<file path="src/rtl/acc_serializer.sv">
// Snapshots NU_COUNT MAC accumulators on update and streams them out one narrowed word per handshake.
// Optional saturation of the narrowed words is enabled by defining ACC_SERIALIZER_SAT_EN.
module acc_serializer #(
    parameter int unsigned NU_COUNT   = 16,
    parameter int unsigned ACC_WIDTH  = 32,
    parameter int unsigned DATA_WIDTH = 16,
    parameter int unsigned FRAC_BITS  = 8,
    localparam int unsigned LW = $clog2(NU_COUNT + 1),
    localparam int unsigned IW = $clog2(NU_COUNT)
) (
    input  logic                          clk,
    input  logic                          reset,
    input  logic                          update,
    input  logic [LW-1:0]                 update_length,
    input  logic [NU_COUNT*ACC_WIDTH-1:0] acc_data,
    output logic [DATA_WIDTH-1:0]         out_data,
    output logic                          out_valid,
    input  logic                          out_ready,
    output logic [IW-1:0]                 out_index,
    output logic                          out_last,
    output logic                          busy,
    output logic                          drop,
    output logic                          sat_flag
);

    typedef enum logic [0:0] {StIdle, StShift} state_e;

    state_e                 state_q;
    logic [LW-1:0]          rem_q;
    logic [ACC_WIDTH-1:0]   cap_q [NU_COUNT];
    logic [LW-1:0]          len_eff;
    logic [IW-1:0]          idx_nxt;
    logic [DATA_WIDTH-1:0]  word_first;
    logic [DATA_WIDTH-1:0]  word_nxt;
    logic                   handshake;

`ifdef ACC_SERIALIZER_SAT_EN
    localparam logic signed [ACC_WIDTH-1:0] SatMax = (ACC_WIDTH'(1) <<< (DATA_WIDTH - 1)) - 1;
    localparam logic signed [ACC_WIDTH-1:0] SatMin = -SatMax - 1;

    function automatic logic is_sat(input logic signed [ACC_WIDTH-1:0] x);
        logic signed [ACC_WIDTH-1:0] y;
        y = x >>> FRAC_BITS;
        return (y > SatMax) || (y < SatMin);
    endfunction

    function automatic logic [DATA_WIDTH-1:0] narrow(input logic signed [ACC_WIDTH-1:0] x);
        logic signed [ACC_WIDTH-1:0] y;
        y = x >>> FRAC_BITS;
        if (y > SatMax) return DATA_WIDTH'(SatMax);
        if (y < SatMin) return DATA_WIDTH'(SatMin);
        return DATA_WIDTH'(y);
    endfunction
`else
    function automatic logic [DATA_WIDTH-1:0] narrow(input logic signed [ACC_WIDTH-1:0] x);
        return DATA_WIDTH'(x >>> FRAC_BITS);
    endfunction
`endif

    always_comb begin
        len_eff = update_length;
        if (update_length == '0 || update_length > LW'(NU_COUNT)) len_eff = LW'(NU_COUNT);
        idx_nxt    = out_index + 1'b1;
        word_first = narrow(acc_data[ACC_WIDTH-1:0]);
        word_nxt   = narrow(cap_q[idx_nxt]);
        handshake  = out_valid && out_ready;
    end

    // Capture storage carries no reset; its contents only matter while a snapshot is live.
    always_ff @(posedge clk) begin
        if (update) begin
            for (int i = 0; i < int'(NU_COUNT); i++) begin
                cap_q[i] <= acc_data[i*ACC_WIDTH +: ACC_WIDTH];
            end
        end
    end

    always_ff @(posedge clk or negedge reset) begin
        if (!reset) begin
            state_q   <= StIdle;
            rem_q     <= '0;
            out_valid <= 1'b0;
            out_data  <= '0;
            out_index <= '0;
            out_last  <= 1'b0;
            drop      <= 1'b0;
        end else begin
            drop <= 1'b0;
            if (update) begin
                // An update coinciding with the final handshake is a clean hand-over, not an abort.
                drop      <= (state_q == StShift) && !(handshake && out_last);
                state_q   <= StShift;
                rem_q     <= len_eff;
                out_valid <= 1'b1;
                out_data  <= word_first;
                out_index <= '0;
                out_last  <= (len_eff == LW'(1));
            end else if (handshake) begin
                if (out_last) begin
                    state_q   <= StIdle;
                    rem_q     <= '0;
                    out_valid <= 1'b0;
                    out_data  <= '0;
                    out_index <= '0;
                    out_last  <= 1'b0;
                end else begin
                    rem_q     <= rem_q - 1'b1;
                    out_data  <= word_nxt;
                    out_index <= idx_nxt;
                    out_last  <= (rem_q == LW'(2));
                end
            end
        end
    end

    assign busy = out_valid;

`ifdef ACC_SERIALIZER_SAT_EN
    logic cur_sat_q;

    always_ff @(posedge clk or negedge reset) begin
        if (!reset) begin
            cur_sat_q <= 1'b0;
            sat_flag  <= 1'b0;
        end else begin
            if (update && state_q == StIdle) begin
                sat_flag <= 1'b0;
            end else if (handshake && cur_sat_q) begin
                sat_flag <= 1'b1;
            end
            if (update) begin
                cur_sat_q <= is_sat(acc_data[ACC_WIDTH-1:0]);
            end else if (handshake) begin
                cur_sat_q <= out_last ? 1'b0 : is_sat(cap_q[idx_nxt]);
            end
        end
    end
`else
    assign sat_flag = 1'b0;
`endif

endmodule

</file>
<file path="config.mk">
export PLATFORM = sky130hd
export DESIGN_NAME = acc_serializer
export DESIGN_NICKNAME = d
export VERILOG_FILES = /design/src/rtl/acc_serializer.sv
export SDC_FILE = /design/constraint.sdc
export NUM_CORES = 1
export LEC_CHECK = 0
export BUFFER_PORTS_ARGS = -buffer_cell sky130_fd_sc_hd__buf_2
export CORE_AREA = 2 2 212 214
export CTS_BUF_LIST = sky130_fd_sc_hd__clkbuf_4
export CTS_CLUSTER_DIAMETER = 120
export CTS_CLUSTER_SIZE = 14
export DETAILED_ROUTE_END_ITERATION = 12
export DIE_AREA = 0 0 214 216
export SETUP_SLACK_MARGIN = 0.4
export SYNTH_ARGS = -nofsm -noshare
export SYNTH_HDL_FRONTEND = slang
export SYNTH_SLANG_ARGS = --single-unit
</file>
<file path="constraint.sdc">
create_clock -name clk -period 2.6 [get_ports clk]
set_input_delay 0.39 -clock clk [delete_from_list [all_inputs] [get_ports clk]]
set_output_delay 0.39 -clock clk [all_outputs]
set_load 0.01 [all_outputs]
</file>
======== Word-level counts from Yosys, hierarchy flattened ========
Memories as Yosys holds them, arrays and structs flattened.
Cells that the tools add are included.
operators by class
  reduce and logical (&&, ||, !) cells .... 9
  muxes and demuxes ....................... 19
  $lt $le $gt $ge ......................... 1
  add/sub/neg operators ................... 2
  equal/unequal tests ..................... 2
operators with widths
  operator                                                               number
  16-bit 2-to-1 mux                                                      3
  5-bit 2-to-1 mux                                                       4
  4-bit 2-to-1 mux                                                       3
  1-bit 2-to-1 mux                                                       9
  5-bit by 1-bit equality test with 1-bit output, second input constant  1
  5-bit by 2-bit equality test with 1-bit output, second input constant  1
  5-bit > comparator, second input constant                              1
  5-bit logical NOT                                                      1
  5-bit by 1-bit subtractor with 5-bit output, second input constant     1
  4-bit by 1-bit adder with 4-bit output, second input constant          1
  2-bit nonzero test                                                     2
  1-bit logical AND                                                      3
  2-bit AND reduction                                                    1
  1-bit logical NOT                                                      1
  1-bit logical OR                                                       1
word-level totals
  logic and storage cells ................. 40
  bits in writable memories ............... 512
  memories ................................ 1
  register bits after elaboration ......... 28
memories
  memory  words  bits a word  rd ports  clocked after Yosys merged registers in  wr ports  line  source
  cap_q   16     32           1         0                                        16        30    logic [ACC_WIDTH-1:0] cap_q [NU_COUNT];

======== Longest topological paths before layout ========
  word-level depth ........................ 5
  gate-level depth with buffers ........... 8
  depth with buffers taken out ............ 7

======== Worst setup path before layout ========
OpenSTA, ideal clock, no wires.
  kind .................................... flip-flop to flip-flop
  start point ............................. register out_index[0]
  end point ............................... register out_data[14]
  period minus slack after synthesis ...... 2,246 ps
  stages on the path, launching flop included .. 8
  path buffers ............................ 2
  required time ........................... 2,477 ps
  data arrival time ....................... 2,123 ps
  setup slack ............................. 354 ps
  library setup time ...................... 123 ps
  cells stage by stage .................... dfrtp_1 -> ha_1 -> buf_6 -> buf_6 -> mux4_1 -> mux2_2 -> a221oi_2 -> nand2_1
between the ends
  cells in the longest elaborated chain, start to end .. 5
ends and longest elaborated chain
  element                                 line  source
  start, declared                         19    output logic [IW-1:0] out_index,
  start signal, assigned                  109   out_index <= idx_nxt;
  4-bit by 1-bit adder with 4-bit output  63    idx_nxt = out_index + 1'b1;
  memory 16 x 32 bit                      n/a
  16-bit 2-to-1 mux                       99    if (out_last) begin
  16-bit 2-to-1 mux                       98    end else if (handshake) begin
  16-bit 2-to-1 mux                       89    if (update) begin
  end signal, assigned                    95    out_data <= word_first;
  end signal, assigned                    108   out_data <= word_nxt;
  end, declared                           16    output logic [DATA_WIDTH-1:0] out_data,
No other way between the ends. The select of a mux whose other input is x is not followed.
A chain may end at the register's enable or synchronous reset.

======== Final worst setup path ========
  start point ............................. register out_index[1]
  end point ............................... register out_data[12]
The elaborated chain is that of the path after synthesis.

==> results.py <==
metrics = {
    "status": {
        "outcome": "finished, final reports clean",
    },
    "global_routing": {
        "grt_overflow": 0,
        "grt_pass1_wl_um": 53100,
        "grt_max_degree": 153,
        "antenna_found_initial": 3,
        "grt_pass1_vias": 8523,
        "track_usage_pct": 15.4,
    },
    "routing": {
        "wl_um": 36900,
        "via_per_inst": 4.39,
        "vias": 8057,
        "first_iter_violations": 528,
        "wl_per_cell_um": 20.1,
        "drtPass1Iterations": 5,
        "drc": 0,
        "drtAntennaViolNets": 0,
    },
    "worst_setup_path": {
        "r2r-end": "out_data[12]",
        "critical_path_required_ps": 3250,
        "cp_top_family": "multiplexers",
        "crit_type": "reg2reg",
        "r2r_cells": 7,
        "slowest_delay_ps": 560,
        "crit_path_top_delay_cell": "mux4_2",
        "endpoint_kind": "flop",
        "cp-start-kind": "flop",
        "r2r_start": "out_index[1]",
        "ff2ff_setup_slack_ps": 300,
        "path_buf_inv": 2,
        "path_cells": "ha_4 -> buf_12 -> clkbuf_16 -> mux4_2 -> mux2_4 -> a221oi_2 -> nand2_1",
        "cp.arrival_ps": 2950,
        "cp_max_fo": 5,
    },
    "sta": {
        "timing.slew.headroom_pct": 40.7,
        "fin_setup_tns_ps": 0,
        "hold-worst-slack_ps": 130,
        "hold_viol": 0,
        "drv_slew": 0,
        "rsz0062_at_grt": "yes",
        "setup_viol": 0,
        "layout_min_cycle_time_ps": 2300,
        "tightestPinTransition_ps": 889,
        "fmax_mhz": 435,
        "fin_skew_ps": 36.3,
        "post-route-period-util_pct": 88.5,
        "fin_ws_ps": 299,
    },
    "clock_network": {
        "cts_max_level": 1,
        "path_clk_slew_ps": 160,
        "cts_sinks": 284,
        "clk-insertion-delay-late_ps": 760,
        "numCtsBuffers": 24,
        "cts_root_buffer": "clkbuf_4",
        "cts_tree": "yes",
        "clockBufferDepth": 3,
    },
    "yosys": {
        "synth_top_flop_cell": "edfxtp_1",
        "synth.most_common_cell": "edfxtp_1",
        "synth_seq_area_share_pct": 74.2,
        "syn-mean-instance-area_um2": 17.1,
        "synth_cells": 660,
        "synth_edf_count": 256,
        "syn_area_um2": 11300,
        "syn-num-nets": 1185,
        "synth_commonest_cells": "edfxtp_1 (256), nand2_1 (123), nand3_1 (35)",
        "synth_cell_type_count": 38,
        "async_flop_share_pct": 9.86,
        "synthDominantCellAreaShare_pct": 68.0,
        "ys_seq_elements": 284,
        "yosysTopAreaCell": "edfxtp_1",
        "ys_warn_count": 0,
        "synth_area_leaders": "edfxtp_1 (68%), dfrtp_1 (6.2%), mux4_1 (6.0%), nand2_1 (4.1%), a221oi_2 (2.1%)",
    },
    "final_layout": {
        "nNetsFinal": 1756,
        "syn_to_final_growth_pct": 47.7,
        "regArea_um2": 8390,
        "final_layout_size_suffix_gt1_share_pct": 34.5,
        "finalNonFillerCells": 1834,
        "multi_input_area_um2": 2740,
        "fillers": 4079,
        "final_area_um2": 16700,
        "final_util_pct": 38.1,
    },
    "floorplan": {
        "core_region_area_um2": 43800,
        "ios": 546,
        "die_w_um": 214,
        "fp.dieArea_um2": 46200,
        "initial_utilization_pct": 25.8,
        "die_height_um": 216,
        "rows": 77,
    },
    "power": {
        "leakagePower_nw": 6.44,
        "p_total_mw": 9.39,
        "vdd_ir_drop_max_uv": 344,
        "powerDensity_nw_per_um2": 563,
    },
    "worst_hold_path": {
        "hold_start": "update_length[2]",
        "min_path_type": "in2reg",
        "hold_path_depth": 4,
        "whs_endpoint": "rem_q[4]",
    },
    "placement": {
        "numPortBuffers": 288,
        "pre_cts_ws_ps": 1.77,
        "dp_hpwl_um": 23300,
        "place_area_um2": 13600,
        "numPlacedInstances": 1523,
        "gp_congestion": 0.793,
    },
    "run": {
        "drv_cap": 0,
    },
}
worst register-to-register path, cell delays in order, from the launching register on:
cell and delay, ps:
dfrtp_2 450, ha_4 310, buf_12 140, clkbuf_16 160, mux4_2 570, mux2_4 300
a221oi_2 200, nand2_1 70
kinds of logic (layout without fill, tap and decap cells):
group	count (synthesis)	in the layout	synth area share, %
AO/OA/AOI/OAI	51	51	4.39
XOR/XNOR	3	3	0.299
adder cells (fa/ha/maj)	4	4	0.443
buffers and inverters	42	622	1.97
flip-flops	284	284	74.2
multiplexers	65	65	10.3
other	1	3	0.0332
AND/OR/NAND/NOR	210	210	8.31
registers in the layout, indices dropped and copies added, names as in the netlist:
name	cells
out_index	4
cap_q	256
out_data	16
out_last	1
drop	1
state_q	1
rem_q	5
how the worst max path moves through the flow:
stage          slack, ps          from  cells after the start           end
2_1_floorplan        390  out_index[0]                      7   out_data[0]
3_3_place_gp        -420  out_index[1]                      6   out_data[8]
3_5_place_dp           2  out_index[1]                      6   out_data[8]
4_1_cts              260  out_index[1]                      6   out_data[5]
5_1_grt              240  out_index[0]                      7  out_data[12]
6_report             300  out_index[1]                      7  out_data[12]
layout make-up:
type / count / area share [%]
Sequential cell: 284 / 50.3
Clock buffer: 34 / 1.53
Clock inverter: 1 / 0.0675
Inverter: 4 / 0.0900
Tap cell: 592 / 4.44
Antenna cell: 2 / 0.0300
Timing Repair Buffer: 583 / 27.2
Multi-Input combinational cell: 334 / 16.4
cells in the final DEF, fill, tap and decap left out, drive strengths merged, types with 2 or more instances in the layout:
master	count
a32oi	17
mux4	32
nor3	4
and2	2
buf	316
mux2i	17
diode	2
nor2	8
a21oi	3
mux2	16
clkbuf	37
ha	4
o211ai	2
o21ai	9
and3	16
edfxtp	256
nand3	35
nand2	123
a221oi	16
nand4	16
inv	5
dfrtp	28
xor2	2
dlygate4sd3	264
nor2b	3
where the power goes:
| group | switching, mW | internal, mW |
|---|---|---|
| logic | 0.829 | 0.982 |
| clock network | 1.46 | 0.598 |
| registers | 0.133 | 5.39 |
| total | 2.42 | 6.97 |
layer usage:
metal	up-vias	global-route usage (%)	part of all wire (%)	wire (um)
li1	3715	-	-	-
met1	3986	20.5	44	16100
met2	307	25.7	48	17700
met3	47	2.96	5.9	2190
met4	2	4.01	2.4	871
met5	-	0	0.043	16
repair_timing:
action	in CTS	in global routing
gates resized for setup	19	28
gates cloned	1	3
endpoints found under the setup margin	17	17
hold buffers	264	0
setup buffers	1	5
endpoints found under the hold margin	319	0
pin swaps	1	22
No activity file was read; power rests on OpenSTA's default activity.
